## config.mk

```make
export PLATFORM = sky130hd
export DESIGN_NAME = mult_useq
export DESIGN_NICKNAME = d
export VERILOG_FILES = /design/src/rtl/mult_useq_pkg.sv /design/src/rtl/mult_useq.sv
export SDC_FILE = /design/constraint.sdc
export NUM_CORES = 1
export LEC_CHECK = 0
export CAP_MARGIN = 20
export CORE_MARGIN = 1
export CORE_UTILIZATION = 38
export DETAILED_ROUTE_END_ITERATION = 6
export GPL_TIMING_DRIVEN = 1
export PLACE_DENSITY = 0.76
export SYNTH_ARGS = -nofsm -noshare
export SYNTH_HDL_FRONTEND = slang
export SYNTH_SLANG_ARGS = --single-unit
```

## constraint.sdc

```tcl
create_clock -name clk -period 2.1 [get_ports clk]
set_clock_uncertainty 0.2 [all_clocks]
set_input_delay 0.315 -clock clk [delete_from_list [all_inputs] [get_ports clk]]
set_output_delay 0.315 -clock clk [all_outputs]
set_load 0.01 [all_outputs]
```

## src/rtl/mult_useq_pkg.sv

```systemverilog
// Shared definitions for the Robertson multiplier microprogram sequencer:
// microword field positions, branch condition codes and sequencer states.
package mult_useq_pkg;

    // Microword layout: {cond[2:0], next[4:0], ctrl[14:0]}
    localparam int UWORD_W = 23;
    localparam int UADDR_W = 5;
    localparam int CTRL_W  = 15;
    localparam int COND_HI = 22;
    localparam int COND_LO = 20;
    localparam int NEXT_HI = 19;
    localparam int NEXT_LO = 15;

    // Branch field encodings; the three reserved codes act as an unconditional jump
    typedef enum logic [2:0] {
        COND_JMP = 3'b000,
        COND_C0  = 3'b001,
        COND_C1  = 3'b010,
        COND_C2  = 3'b011,
        COND_CNT = 3'b100,
        COND_R5  = 3'b101,
        COND_R6  = 3'b110,
        COND_R7  = 3'b111
    } cond_e;

    typedef enum logic [1:0] {
        IDLE = 2'b00,
        RUN  = 2'b01,
        DONE = 2'b10
    } state_e;

    // True when the microword's branch to its next field is taken
    function automatic logic cond_taken(input cond_e c, input logic [2:0] cin,
                                        input logic cnt_nz);
        logic hit;
        case (c)
            COND_C0:  hit = cin[0];
            COND_C1:  hit = cin[1];
            COND_C2:  hit = cin[2];
            COND_CNT: hit = cnt_nz;
            default:  hit = 1'b1;
        endcase
        return hit;
    endfunction

endpackage

```

## src/rtl/mult_useq.sv

```systemverilog
// Microprogram sequencer for the Robertson multiplier. Holds the micro-PC
// that addresses the external control ROM, resolves the branch field of the
// fetched word against datapath status and an iteration counter, and gates
// the control field onto the datapath only while a run is active.
module mult_useq
    import mult_useq_pkg::*;
#(
    parameter int ITER      = 8,
    parameter int HALT_ADDR = 17
) (
    input  logic                 clk,
    input  logic                 rst_n,
    input  logic                 start,
    input  logic                 abort,
    input  logic [2:0]           cond_in,
    input  logic [UWORD_W-1:0]   rom_data,
    output logic [UADDR_W-1:0]   rom_addr,
    output logic [CTRL_W-1:0]    ctrl,
    output logic                 busy,
    output logic                 done
);

    localparam int                 CNT_W    = (ITER < 1) ? 1 : $clog2(ITER + 1);
    localparam logic [CNT_W-1:0]   CNT_INIT = CNT_W'(ITER);
    localparam logic [UADDR_W-1:0] HALT_PC  = UADDR_W'(HALT_ADDR);

    state_e               state_q, state_d;
    logic [UADDR_W-1:0]   pc_q, pc_d;
    logic [CNT_W-1:0]     cnt_q, cnt_d;
    logic                 done_q, done_d;

    cond_e                uw_cond;
    logic [UADDR_W-1:0]   uw_next;
    logic [CTRL_W-1:0]    uw_ctrl;
    logic                 cnt_nz;
    logic                 at_halt;
    logic [UADDR_W-1:0]   pc_inc;
    logic [UADDR_W-1:0]   pc_branch;

    // Split the fetched microword and resolve the branch target for this cycle
    always_comb begin
        uw_cond   = cond_e'(rom_data[COND_HI:COND_LO]);
        uw_next   = rom_data[NEXT_HI:NEXT_LO];
        uw_ctrl   = rom_data[CTRL_W-1:0];
        cnt_nz    = (cnt_q != '0);
        at_halt   = (pc_q == HALT_PC);
        // Wrap from 31 to 0 is natural modulo arithmetic; microcode never uses it
        pc_inc    = pc_q + UADDR_W'(1);
        pc_branch = cond_taken(uw_cond, cond_in, cnt_nz) ? uw_next : pc_inc;
    end

    // State register
    always_ff @(posedge clk or negedge rst_n) begin
        if (!rst_n) begin
            state_q <= IDLE;
        end else begin
            state_q <= state_d;
        end
    end

    // Next-state logic; abort outranks the halt check, start is ignored mid-run
    always_comb begin
        state_d = state_q;
        case (state_q)
            IDLE, DONE: begin
                if (start) begin
                    state_d = RUN;
                end
            end
            RUN: begin
                if (abort) begin
                    state_d = IDLE;
                end else if (at_halt) begin
                    state_d = DONE;
                end
            end
            default: state_d = IDLE;
        endcase
    end

    // Next values for micro-PC, iteration counter and the sticky done flag
    always_comb begin
        pc_d   = pc_q;
        cnt_d  = cnt_q;
        done_d = done_q;
        case (state_q)
            IDLE, DONE: begin
                if (start) begin
                    pc_d   = '0;
                    cnt_d  = CNT_INIT;
                    done_d = 1'b0;
                end
            end
            RUN: begin
                if (abort) begin
                    pc_d = '0;
                end else begin
                    // The halt word still executes, so a counter test in it still counts
                    if (uw_cond == COND_CNT && cnt_nz) begin
                        cnt_d = cnt_q - CNT_W'(1);
                    end
                    if (at_halt) begin
                        done_d = 1'b1;
                    end else begin
                        pc_d = pc_branch;
                    end
                end
            end
            default: begin
                pc_d = '0;
            end
        endcase
    end

    // Micro-PC, counter and done registers
    always_ff @(posedge clk or negedge rst_n) begin
        if (!rst_n) begin
            pc_q   <= '0;
            cnt_q  <= '0;
            done_q <= 1'b0;
        end else begin
            pc_q   <= pc_d;
            cnt_q  <= cnt_d;
            done_q <= done_d;
        end
    end

    // Outputs; ctrl is gated combinationally so an abort silences the current word
    always_comb begin
        rom_addr = pc_q;
        busy     = (state_q == RUN);
        done     = done_q;
        ctrl     = ((state_q == RUN) && !abort) ? uw_ctrl : '0;
    end

endmodule

```

Yosys cells after proc, flatten, opt, wreduce, memory -nomap -nowiden
Index checks and enable logic that the tools add are counted.

cells by class
  add/subtract/negate cells = 2
  equality and inequality tests = 13
  reduce and logical (&&, ||, !) cells = 11
  mux-type cells = 19
  div/mod/pow operators = 0
  bitwise logic cells = 0
  $lt $le $gt $ge = 0
  multipliers = 0
  shifts and indexed selects = 0

operators with widths
  operator                                                count
  two-way mux 5 bit                                       4
  two-way mux 15 bit                                      1
  two-way mux 4 bit                                       3
  one-hot mux 5 bit (2 select lines)                      1
  one-hot mux 4 bit (2 select lines)                      1
  AND reduction 4 bit                                     2
  == test 3 x 2 -> 1 bit (second input constant)          2
  two-way mux 2 bit                                       3
  adder 5 x 1 -> 5 bit (second input constant)            1
  == test 5 bit (second input constant)                   1
  inequality test 2 x 1 -> 1 bit (second input constant)  2
  inequality test 2 bit (second input constant)           2
  one-hot mux 1 bit (4 select lines)                      1
  one-hot mux 2 bit (2 select lines)                      1
  AND reduction 2 bit                                     2
  nonzero test 4 bit                                      1
  subtractor 4 x 1 -> 4 bit (second input constant)       1
  == test 3 x 1 -> 1 bit (second input constant)          1
  == test 3 bit (second input constant)                   1
  two-way mux 1 bit                                       3
  inequality test 3 x 2 -> 1 bit (second input constant)  1
  inequality test 3 bit (second input constant)           1
  == test 2 x 1 -> 1 bit (second input constant)          1
  == test 2 bit (second input constant)                   1
  other kinds (6)                                         7

word-level totals
  bits in read-only memories = 0
  register bits after elaboration = 12
  bits of input ports = 30
  logic and storage cells = 49
  latch bits = 0
  bits in writable memories = 0
  memories kept = 0

Logic depth before layout (Yosys ltp)
Gate-level depths: netlist of run 1.

  depth after elaboration = 6
  depth in mapped cells = 7
  mapped depth without buffers = 6

Worst setup path before layout of run 1
OpenSTA, ideal clock, no wires.

  path type = reg-to-reg
  start point = reg cnt_q[0]
  end point = reg pc_q[0], in the netlist rom_addr[0]
  period minus slack after synthesis = 1.818 ns
  arrival time = 1.497 ns
  path buffers = 0
  stages on the path, launching flop included = 7
  slack = 0.282 ns
  path through = dfrtp_1 > inv_1 > ha_1 > nor3b_1 > a221o_1 > a21o_1 > a32o_1

on the way
  word-level cells in the longest chain between the ends = 6

RTL lines
  what                                line                 source
  start, declared                     mult_useq.sv:29      logic [CNT_W-1:0] cnt_q, cnt_d;
  start signal, assigned              mult_useq.sv:123     cnt_q <= cnt_d;
  nonzero test 4 bit                  mult_useq.sv:45      cnt_nz = (cnt_q != '0);
  one-hot mux 1 bit (4 select lines)  mult_useq_pkg.sv:36  case (c)
  two-way mux 5 bit                   mult_useq.sv:49      pc_branch = cond_taken(uw_cond, cond_in, cnt_nz) ? uw_next : pc_inc;
  two-way mux 5 bit                   mult_useq.sv:102     if (at_halt) begin
  two-way mux 5 bit                   mult_useq.sv:95      if (abort) begin
  one-hot mux 5 bit (2 select lines)  mult_useq.sv:86      case (state_q)
  end signal, assigned                mult_useq.sv:122     pc_q <= pc_d;
  end, declared                       mult_useq.sv:28      logic [UADDR_W-1:0] pc_q, pc_d;

Every way passes these cells. The select of a mux whose other input is x is not followed.
A chain may end at the register's enable or synchronous reset.

Final worst setup path of run 1
  start point = in abort
  end point = out ctrl[11]

on the way
  word-level cells in the longest chain between the ends = 3

RTL lines
  what                line              source
  start, declared     mult_useq.sv:14   input logic abort,
  logical NOT 1 bit   mult_useq.sv:133  ctrl = ((state_q == RUN) && !abort) ? uw_ctrl : '0;
  logical AND 1 bit   mult_useq.sv:133
  two-way mux 15 bit  mult_useq.sv:133
  end, declared       mult_useq.sv:18   output logic [CTRL_W-1:0] ctrl,

Every way passes these cells.

==> run summary, run 1 <==
The total overflow left after global routing is 0. The tools report the number of H-tree levels as 1. The congestion estimate from routability-driven global placement came to 0.8623. After the first detailed-routing iteration, the DRC count stood at 21.

The tree is rooted in a sky130_fd_sc_hd__clkbuf_4. The width of the chip is 51.16 microns, and the number of nets in the finished design is 199. Row generation in the floorplan step produced 17 rows. The count of flip-flops with a built-in enable after synthesis was 0; the via density per instance was 5.099.

The most used flip-flop cell after synthesis is sky130_fd_sc_hd__dfrtp_1. Transition time of the tightest slew-check pin: 576.0 ps. The number of placed instances, taps included, is 187.

Dividing total power by cell area gives a power density of 531.7 nW/um^2. STA puts the critical path data required time at 1580 ps. Before antenna repair, the detailed router went through 4 iterations. Entering global routing, the biggest net connects 17 pins.

With fillers left out, the area of the finished cells amounts to 1539 sq um. The final core utilization came out at 0.6826. The number of slew-limit violations in the final report came out at 0. On the critical path, the stage with the largest delay is an instance of sky130_fd_sc_hd__clkdlybuf4s50_1.

The worst path meets setup with 76.04 ps of slack. The count of nets left with antenna violations once routing finished came out at 0. The vertical die dimension was 51.16 microns; the final critical-path share of the clock period was 0.9638. Walking the worst path, the cells encountered are clkdlybuf4s50_1, nor3b_2, buf_6, and2_1, dlygate4sd2_1.

The layer with the highest usage after global routing is met2. The tools report the routing usage on met3 as 0.03869. After detailed routing, the number of remaining DRC violations is 0. The met1 global-route usage was 0.2634. The share of async-settable or async-resettable flops after synthesis works out to 1.000. The first global-routing pass estimated 4.257 mm of wire. The area of the core region is 2255 sq um.

The number of ports placed on the die boundary was 52; the normalized max-slew margin was 0.6148. Setup repair after global routing left no endpoint under its margin. The tools report the launch instance of the worst register-to-register path as cnt_q[0]. Measured in cells, the most critical reg-to-reg path has a length of 6.

The final layout contains routed wiring with a total length of 2.504 mm. The cell area that synthesis handed to floorplanning was 918.4 sq um. The number of storage elements in the synthesis netlist is 12, and the number of sinks driven by the clock tree is 12. The number of nets produced by synthesis was 137. The number of global-route vias before repair is 941. Detailed placement finished with a half-perimeter wire length of 2.012 mm. The share of layout cells above drive strength 1 works out to 0.1280. The number of cells in the finished layout apart from fillers was 192; the highest net fanout along the worst path was 16. Summed over all instances, the cell type with the most area after synthesis is sky130_fd_sc_hd__dfrtp_1. The final setup violation count is 0, and the layout overhead on the synthesized area is 67.58%. The setup TNS is 0 ps. The number of antenna diodes in the final layout is 0. Critical setup path kind: in -> out. The area share of the leading cell type in the synthesized netlist works out to 0.3270.

Sorting the synthesized cells by area gives the leading types as sky130_fd_sc_hd__dfrtp_1 33%, sky130_fd_sc_hd__and2_1 11%, sky130_fd_sc_hd__ha_1 5.4%. The count of port buffers added during placement came out at 51. The flow ran to the end, and the final reports show no timing, DRC or antenna violations.

Across the run, the number of max-cap violations was 0. The count of vias placed by the detailed router is 979, and the maximum achievable frequency is 494.1 MHz. The static power due to leakage is 0.0007231 uW, and the post-place setup slack is -220.7 ps. The logs give 0.4073 for the initial cell density of the core and 0.3904 for the met2 usage. For the register-to-register path setup slack, the log shows 180 ps. TritonCTS built the clock tree. The worst path needs 2024 ps of the cycle, external delays included. For the sequential cell area fraction in the yosys report, the log shows 0.3270. The delay of the slowest cell on the worst path was 440 ps; the unique cell type count in the Yosys netlist was 37. The per-cell routed wire length is 13.04 microns, and the insertion delay to the later sink of the worst-skew pair is 280 ps. The combined global-route utilization of all metal layers is 0.2166, and the cell area after placement is 1510 sq um. STA classifies the critical path startpoint as an input port. For the number of antenna violations at the first check in global routing, the log shows 0. The clock buffer count from CTS is 3, and the maximum vdd drop is 0.3839 mV.

The mean instance size in the synthesized netlist works out to 8.916 sq um. For the post-synthesis instance total, the log shows 103. The die covers 2617 sq um. The tools report the buffer levels on the longest clock path as 2.

The worst setup path is captured at a primary output. At the worst endpoint, the arrival time is 1510 ps. The path class of the lowest-slack min-delay path was in -> async. The clock-pin slew on the worst setup and hold paths works out to 90 ps. The run gives 0 as the total number of yosys warnings. The final number of hold-violating endpoints was 0. The endpoint identified for the worst register-to-register timing path is cnt_q[2].
## registers in the layout, summed over array words and instances (netlist names)
signal and flops:
rom_addr 5, state_q 2, cnt_q 4, done 1
## area by class of cell
| cell class | instances | area, sq um |
|---|---|---|
| fillers | 207 | 715.7 |
| multi-input cells | 83 | 585.6 |
| repair buffers | 60 | 561.8 |
| flip-flops and latches | 12 | 301.5 |
| clock buffers | 4 | 36.28 |
| well taps | 28 | 35.03 |
| inverters | 5 | 18.77 |
## synth_stat cells (2+ instances only)
master                      count
sky130_fd_sc_hd__a21o_1         3
sky130_fd_sc_hd__and2_1        16
sky130_fd_sc_hd__and3_1         2
sky130_fd_sc_hd__buf_2          2
sky130_fd_sc_hd__dfrtp_1       12
sky130_fd_sc_hd__ha_1           4
sky130_fd_sc_hd__inv_1          5
sky130_fd_sc_hd__nand2_1       10
sky130_fd_sc_hd__nand2b_1       2
sky130_fd_sc_hd__nand3_1        3
sky130_fd_sc_hd__nor2_1         6
sky130_fd_sc_hd__nor2b_1        3
sky130_fd_sc_hd__nor3b_1        2
sky130_fd_sc_hd__o2111ai_1      2
sky130_fd_sc_hd__o211ai_1       5
sky130_fd_sc_hd__o21ai_0        4
sky130_fd_sc_hd__or3_1          2
## report_power, final
group | switching, uW | internal [uW]
combinational | 136 | 193
clock | 88.7 | 105
sequential | 34.4 | 261
## logic make-up (layout without fill, tap and decap cells)
kind of cell,after synthesis,after routing,synth area share
mux,2,2,0.02316
flops,12,12,0.3270
xor+xnor,1,1,0.009539
fa+ha+maj,4,4,0.05450
simple gates,54,54,0.3746
compound gates,22,22,0.1758
buf+inv,8,69,0.03542
## routing by layer
layer  share of wire  vias up
met1            0.43      458
met2            0.52       32
li1                -      489
met4               0        0
met3           0.053        0
met5               0        -
## worst max-delay path by stage
stage | depth (start not counted) | start | to
6_report | 5 | abort | ctrl[11]
5_1_grt | 4 | state_q[1] | ctrl[10]
3_3_place_gp | 5 | abort | ctrl[7]
2_1_floorplan | 6 | cnt_q[0] | rom_addr[0]
4_1_cts | 5 | abort | ctrl[11]
3_5_place_dp | 5 | abort | ctrl[11]
## placed cells by master, fill, tap and decap left out, types with 3 or more instances in the layout
| cell | synthesis | layout |
|---|---|---|
| sky130_fd_sc_hd__clkdlybuf4s50_1 | 0 | 35 |
| sky130_fd_sc_hd__and2_1 | 16 | 16 |
| sky130_fd_sc_hd__dlygate4sd2_1 | 0 | 16 |
| sky130_fd_sc_hd__dfrtp_1 | 12 | 11 |
| sky130_fd_sc_hd__nand2_1 | 10 | 10 |
| sky130_fd_sc_hd__buf_4 | 0 | 8 |
| sky130_fd_sc_hd__nor2_1 | 6 | 6 |
| sky130_fd_sc_hd__inv_1 | 5 | 5 |
| sky130_fd_sc_hd__o211ai_1 | 5 | 5 |
| sky130_fd_sc_hd__o21ai_0 | 4 | 4 |
| sky130_fd_sc_hd__ha_1 | 4 | 4 |
| sky130_fd_sc_hd__nor2b_1 | 3 | 3 |
| sky130_fd_sc_hd__a21o_1 | 3 | 3 |
| sky130_fd_sc_hd__nand3_1 | 3 | 3 |
| sky130_fd_sc_hd__clkbuf_4 | 0 | 3 |
## worst max-delay path: cells and delay by family
family                 cells  cell delay, ps
AND/OR/NAND/NOR            2             330
buffers and inverters      3             860
## per-stage QoR
stage               total power [uW]  hold slack (ps)
global placement               629.6            283.4
global route                   873.5            235.2
floorplan                      450.0           -180.6
finish                         818.3            193.5
detailed placement             639.3            291.6
CTS                            822.5            213.9
## what timing repair did
| item | in CTS | in global routing |
|---|---|---|
| resized for setup | 17 | 1 |
| buffers inserted | 1 | 0 |
| endpoints found under the setup margin | 16 | 1 |
| hold buffers | 0 | 0 |
Power figures use the tool's default switching activity.
==> run 2: changes to the inputs <==
--- a/config.mk
+++ b/config.mk
@@ -5,12 +5,15 @@
 export SDC_FILE = /design/constraint.sdc
 export NUM_CORES = 1
 export LEC_CHECK = 0
-export CAP_MARGIN = 20
+export ABC_AREA = 0
+export CAP_MARGIN = 40
+export CELL_PAD_IN_SITES_DETAIL_PLACEMENT = 1
+export CELL_PAD_IN_SITES_GLOBAL_PLACEMENT = 1
 export CORE_MARGIN = 1
-export CORE_UTILIZATION = 38
+export CORE_UTILIZATION = 26
 export DETAILED_ROUTE_END_ITERATION = 6
 export GPL_TIMING_DRIVEN = 1
-export PLACE_DENSITY = 0.76
+export PLACE_DENSITY = 0.74
 export SYNTH_ARGS = -nofsm -noshare
 export SYNTH_HDL_FRONTEND = slang
 export SYNTH_SLANG_ARGS = --single-unit
==> run summary, run 2 (same netlist as run 1, synthesis figures left out) <==
The worst register-to-register path begins at state_q[1]. In this run the critical register-to-register path is captured at rom_addr[4]. The number of cells in the finished layout apart from fillers was 219 (+14%); the width of the chip was 61.43 microns (+20%). The routing usage on met3 came out at 0.02311 (-0.01558).

The most common cell after layout, fill and taps aside is sky130_fd_sc_hd__clkdlybuf4s50_1. The count of port buffers added during placement works out to 51 (unchanged). The via density per instance works out to 4.753 (-6.8%). The final period demand of the worst path is 2086 ps (+62.31 ps), and the DRC marker count from the first detailed-route iteration is 23 (+9.5%). Share of layout cells above drive strength 1: 0.2717 (+0.1436). For the final antenna diode count, the log shows 0 (unchanged).

The number of placed instances, taps included is 204 (+9.1%), and the count of max-cap constraint violations is 0 (unchanged). Vertical die dimension: 61.43 microns (+20%). The logs give 270 ps (about the same) for the insertion delay to the later sink of the worst-skew pair and 0.6001 (-0.01466) for the normalized max-slew margin. The run gives 13 (-4) as the largest net degree at the start of global routing. The number of antenna-violating nets in the routed design is 0 (unchanged).

The global-route congestion overflow total came out at 0 (unchanged). The path class of the tightest hold or removal check is in -> async. The combined global-route utilization of all metal layers is 0.1791 (-0.03747), and the number of flip-flops under the largest register name is 5 (unchanged). The number of H-tree levels came out at 1 (unchanged).

The maximum vdd drop was 0.3073 mV (-20%); the maximum achievable frequency was 479.3 MHz (-3.0%). The fraction of power consumed by combinational cells is 0.430 (+0.028). The master cell of the clock root buffer was sky130_fd_sc_hd__clkbuf_4. The final critical-path share of the clock period came out at 0.9935 (+0.02967). The areal power density over the cells is 531.2 nW/um^2 (-0.11%).

For the final number of hold-violating endpoints, the log shows 0 (unchanged). The tools report the final core utilization as 0.4781 (-0.2045). The initial cell density of the core came out at 0.2731 (-0.1343). Wire length reported by the detailed router: 3.205 mm (+28%).

The tools report the net switching power as 274.9 uW (+5.9%). The internal power component came out at 579.1 uW (+3.6%). Remaining routing DRC violations: 0 (unchanged).

The switching part of the total power is 0.3219 (+0.004713). The number of ports placed on the die boundary was 52 (unchanged). Floorplan die area: 3774 sq um (+44%). The kind of end point of the critical path is a primary output. The met2 usage was 0.3385 (-0.05184). STA classifies the critical path startpoint as a register. The run gives 3 (unchanged) as the clock buffer count from CTS. The run gives 2 (unchanged) as the buffer levels on the longest clock path. Setup repair after global routing could not meet its margin everywhere.

The run gives 2.370 mm (+18%) as the detailed placer's ending HPWL. TritonCTS built the clock tree. The layer with the highest usage after global routing is met2. The tools report the number of nets in the finished design as 208 (+4.5%). The delay of the slowest cell on the worst path is 400 ps (-40 ps), and the highest net fanout along the worst path is 3 (-13). Sequential group share of total power: 0.345 (-0.016).

Register-to-register path setup slack: 130 ps (-50 ps). Broken down by cell family, the worst path's largest delay share belongs to buffers and inverters. The area growth from synthesis to layout is 75.07%.

The number of global-route vias before repair was 1106 (+18%). The per-cell routed wire length came out at 14.63 microns (+12%). The transition time of the tightest slew-check pin is 597.9 ps (+21.93 ps).

The signal on the critical path passes through nor3b_2, buf_4, buf_6, buf_6, buf_6, and2_1, buf_2. The flow ran to the end, and the final reports show no timing, DRC or antenna violations. By startpoint and endpoint, the worst setup path is classified as reg -> out. The static power due to leakage is 0.0007461 uW (+3.2%). The iteration count of the initial detailed-routing pass was 4 (unchanged). The top cell types in the final layout, fill and taps aside, are 34 x sky130_fd_sc_hd__clkdlybuf4s50_1, 14 x sky130_fd_sc_hd__and2_1, 14 x sky130_fd_sc_hd__buf_4. Clock-pin slew on the worst setup and hold paths: 90 ps (about the same).

The tools report the number of slew-limit violations in the final report as 0 (unchanged). The weighted congestion reported at the end of routability-driven placement is 0.7749 (-10%). The number of sinks driven by the clock tree is 12 (unchanged), and the clock group share of total power is 0.225 (-0.012).

The logs give 4.857 mm (+14%) for the wire length of the first global-routing pass and 1580 ps (about the same) for the worst path required time. For the area of the core region, the log shows 3363 sq um (+49%). The run gives 0 (unchanged) as the final setup violation count. Number of buffers inserted for hold repair after clock tree synthesis: 0 (unchanged). Among all stages on the critical path, the largest delay is contributed by sky130_fd_sc_hd__dfrtp_1. The logs give 1041 (+6.3%) for the count of vias placed by the detailed router and 0 (unchanged) for the number of antenna violations at the first check in global routing. The run gives 21 (+4) as the number of cell rows. The total buffers and inverters traversed by the critical path came out at 5 (+2). The cell repeated most along the worst path is sky130_fd_sc_hd__buf_6.

For the arrival time at the worst endpoint, the log shows 1570 ps (+60 ps). The number of cells on the worst reg-to-reg path is 9 (+3), and the met1 global-route usage is 0.2044 (-0.05895).
-- run 2: cell types whose count changed in the layout (fill, tap and decap cells not counted), sizes merged --
cell           before  now
dlygate4sd2        16    3
buf                 9   28
clkbuf              4    8
clkdlybuf4s50      35   34
-- run 2: worst reg2reg max path: cells and delay by family (launching register included) --
kind | cells | cell delay (ps)
buffers and inverters | 5 | 670
AND/OR/NAND/NOR | 3 | 470
flip-flops | 1 | 400
AO/OA/AOI/OAI | 1 | 160
-- run 2: through the flow --
step           setup WS (ps)  hold slack [ps]  instance area (sq um)  total power (uW)  setup TNS, ps
2_1_floorplan          281.9           -180.6                  918.4             450.0              0
3_3_place_gp          -236.4            291.8                   1525             628.9          -3329
3_5_place_dp          -296.6            308.8                   1525             641.4          -3991
4_1_cts               -40.61            224.3                   1613             855.3         -141.8
5_1_grt               -57.97            238.5                   1608             911.9         -107.8
6_report               13.72            209.8                   1608             854.0              0
-- run 2: worst max-delay path by stage --
stage / cells after the start / slack, ps / to / start
floorplan: 6 / 280 / rom_addr[0] / cnt_q[0]
global placement: 5 / -240 / ctrl[11] / abort
detailed placement: 5 / -300 / ctrl[0] / abort
CTS: 7 / -40 / ctrl[7] / state_q[0]
global route: 7 / -60 / ctrl[12] / state_q[1]
finish: 7 / 10 / ctrl[12] / state_q[1]
-- run 2: final cells by class --
cell class	instances	area [sq um]
inverter	5	18.77
multi-input combinational	83	595.6
sequential	12	300.3
tap	46	57.56
timing repair buffer	69	599.3
clock buffer	4	36.28
fill	444	1755
-- run 2: timing repair --
item | in CTS | in global routing
pin swaps | 1 | 2
setup endpoints to repair | 16 | 14
setup buffers | 9 | 1
cloned | 2 | 0
resized for setup | 46 | 22
hold endpoints to repair | 0 | 0
-- run 2: power groups by stage --
stage	combinational, uW	clock [uW]	sequential, uW
after CTS	361	200	295
after detailed placement	342	0	299
after global placement	332	0	297
final	367	192	295
after floorplan	149	0	301
after global routing	403	208	301
-- run 2: metal layers --
| layer | up-vias | routed length [microns] | share of wire |
|---|---|---|---|
| met5 | - | 0 | 0 |
| met4 | 0 | 34 | 0.011 |
| met3 | 2 | 142 | 0.044 |
| met2 | 28 | 1666 | 0.52 |
| met1 | 507 | 1362 | 0.42 |
| li1 | 504 | - | - |
==> run 3: changes to the inputs <==
--- a/config.mk
+++ b/config.mk
@@ -14,6 +14,8 @@
 export DETAILED_ROUTE_END_ITERATION = 6
 export GPL_TIMING_DRIVEN = 1
 export PLACE_DENSITY = 0.74
+export RECOVER_POWER = 100
+export SKIP_LAST_GASP = 1
 export SYNTH_ARGS = -nofsm -noshare
 export SYNTH_HDL_FRONTEND = slang
 export SYNTH_SLANG_ARGS = --single-unit
==> run summary, run 3 (same netlist as run 1, synthesis figures left out) <==
The final critical-path share of the clock period was 0.9890 (-0.004487); the number of nets in the finished design was 208 (unchanged). The static power due to leakage was 0.0007475 uW (+0.19%); the net switching power was 277.6 uW (+0.99%). The areal power density over the cells came out at 531.5 nW/um^2 (about the same).

The clock group share of total power is 0.226 (about the same). The number of antenna-violating nets in the routed design was 0 (unchanged). Number of sinks driven by the clock tree: 12 (unchanged). STA classifies the critical path endpoint as a primary output. The largest net degree at the start of global routing is 13 (unchanged), and the clock buffer count from CTS is 3 (unchanged).

The number of flip-flops under the largest register name is 5 (unchanged), and the DRC marker count from the first detailed-route iteration is 11 (-52%). The detailed placer's ending HPWL is 2.370 mm (unchanged). The vertical die dimension is 61.43 microns (unchanged), and the worst path required time is 1580 ps (about the same). Setup repair after global routing could not meet its margin everywhere.

The global-route congestion overflow total is 0 (unchanged), and the internal power component is 582.3 uW (+0.55%). The tools report the normalized max-slew margin as 0.6009 (+0.0007690). The final core utilization is 0.4810 (+0.002976). The fraction of power consumed by combinational cells was 0.431 (about the same). The final period demand of the worst path is 2077 ps (-9.422 ps), and the number of global-route vias before repair is 1110 (+0.36%). Post-place setup slack: -296.6 ps (unchanged).

The path class of the lowest-slack min-delay path was in -> async. The tools report the number of buffers inserted for hold repair after clock tree synthesis as 0 (unchanged). The tools report the number of ports placed on the die boundary as 52 (unchanged).

For the number of H-tree levels, the log shows 1 (unchanged). Remaining routing DRC violations: 0 (unchanged). Switching part of the total power: 0.3228 (+0.0009431). The logs give 0 (unchanged) for the count of max-cap constraint violations and 0.7749 (unchanged) for the weighted congestion reported at the end of routability-driven placement.

The clock-pin slew on the worst setup and hold paths was 90 ps (about the same). The final number of hold-violating endpoints came out at 0 (unchanged). The master cell of the clock root buffer was sky130_fd_sc_hd__clkbuf_4. The logs give 0 (unchanged) for the final setup violation count and 0.2731 (unchanged) for the initial cell density of the core. The delay of the slowest cell on the worst path came out at 400 ps (about the same).

The final worst-path setup slack was 23.14 ps (+9.422 ps); the iteration count of the initial detailed-routing pass was 4 (unchanged). Most common cell after layout, fill and taps aside: sky130_fd_sc_hd__clkdlybuf4s50_1. Among the stages of the critical path, the cell type that occurs most often is sky130_fd_sc_hd__buf_6. The width of the chip is 61.43 microns (unchanged). The critical setup path kind was reg -> out. STA classifies the critical path startpoint as a register. The via density per instance is 4.808 (+1.2%). The floorplan die area came out at 3774 sq um (unchanged). Walking the worst path, the cells encountered are nor3b_2, buf_4, buf_6, buf_6, buf_6, and2_4, buf_6. The run gives 1618 sq um (+0.62%) as the final instance area.

The tools report the combined global-route utilization of all metal layers as 0.1773 (-0.001756). The setup TNS is 0 ps (unchanged). Count of vias placed by the detailed router: 1053 (+1.2%). Wire length reported by the detailed router: 3.229 mm (+0.75%). The per-cell routed wire length is 14.74 microns (+0.75%), and the count of port buffers added during placement is 51 (unchanged). Relative to the synthesized area, the layout overhead comes to 76.16%. The number of cell rows is 21 (unchanged), and the wire length of the first global-routing pass is 4.823 mm (-0.70%). The area of the core region was 3363 sq um (unchanged); the cell area after placement was 1525 sq um (unchanged). The worst hold margin was 272.9 ps (+63.07 ps); the buffer levels on the longest clock path was 2 (unchanged). The logs give 0 (unchanged) for the number of antenna violations at the first check in global routing and 0.3109 mV (+1.2%) for the maximum vdd drop. Arrival time at the worst endpoint: 1560 ps (about the same). The maximum achievable frequency came out at 481.5 MHz (+0.45%).

The run gives 0.343 (-0.002) as the sequential group share of total power. The share of layout cells above drive strength 1 works out to 0.2717 (unchanged). TritonCTS built the clock tree. The transition time of the tightest slew-check pin was 596.7 ps (-1.249 ps); the highest net fanout along the worst path was 3 (unchanged).

The final antenna diode count was 0 (unchanged). The insertion delay to the later sink of the worst-skew pair was 280 ps (about the same). The run finished with clean final reports.

The top cell types in the final layout, fill and taps aside, are 33 x sky130_fd_sc_hd__clkdlybuf4s50_1, 13 x sky130_fd_sc_hd__and2_1, 13 x sky130_fd_sc_hd__buf_4. The largest individual stage delay along the critical path comes from the cell sky130_fd_sc_hd__dfrtp_1. The run gives 0 (unchanged) as the number of slew-limit violations in the final report.
## run 3: cell type report
type                    instances  area [sq um]
clock buffers                   4         36.28
fillers                       439          1745
inverters                       5         18.77
multi-input cells              83         595.6
flip-flops and latches         12         300.3
well taps                      46         57.56
repair buffers                 69         609.3
## run 3: per-stage QoR
step / total power (uW) / std cells
floorplan: 450.0 / 103
global placement: 628.9 / 204
detailed placement: 641.4 / 204
CTS: 852.7 / 219
global route: 917.0 / 219
finish: 859.9 / 219
## run 3: critical path: cells and delay by family, from the launching register on
kind,cells,cell delay (ps)
buffers and inverters,5,530
DFF,1,400
and+or+nand+nor,2,360
## run 3: power groups by stage
stage,sequential (uW),clock (uW),combinational (uW)
after floorplan,301,0,149
after global placement,297,0,332
after detailed placement,299,0,342
after CTS,295,200,358
after global routing,301,208,408
final,295,194,371
## run 3: repair_timing
item | CTS | global route
setup buffers | 9 | 1
cloned | 2 | 0
hold endpoints to repair | 0 | 0
gates resized for setup | 37 | 30
endpoints found under the setup margin | 16 | 14
pin swaps | 1 | 2
## run 3: metal layers
metal  vias up  share of wire  track usage
met5         -              0            0
met2        27           0.52       0.3339
li1        506              -            -
met1       515           0.42       0.2031
met3         5          0.040      0.02311
met4         0          0.014      0.06667
## run 3: final timing paths
| path | startpoint | endpoint | slack (ps) | depth (start not counted) |
|---|---|---|---|---|
| worst max-delay path | state_q[1] | ctrl[13] | 20 | 7 |
| worst min-delay path | rst_n | cnt_q[0] | 270 | 1 |
| worst max register to register | state_q[1] | cnt_q[3] | 90 | 7 |
| worst min register to register | cnt_q[0] | cnt_q[0] | 320 | 2 |
| max in group asynchronous | rst_n | rom_addr[3] | 1040 | 1 |
| min in group clk | cnt_q[0] | cnt_q[0] | 320 | 2 |
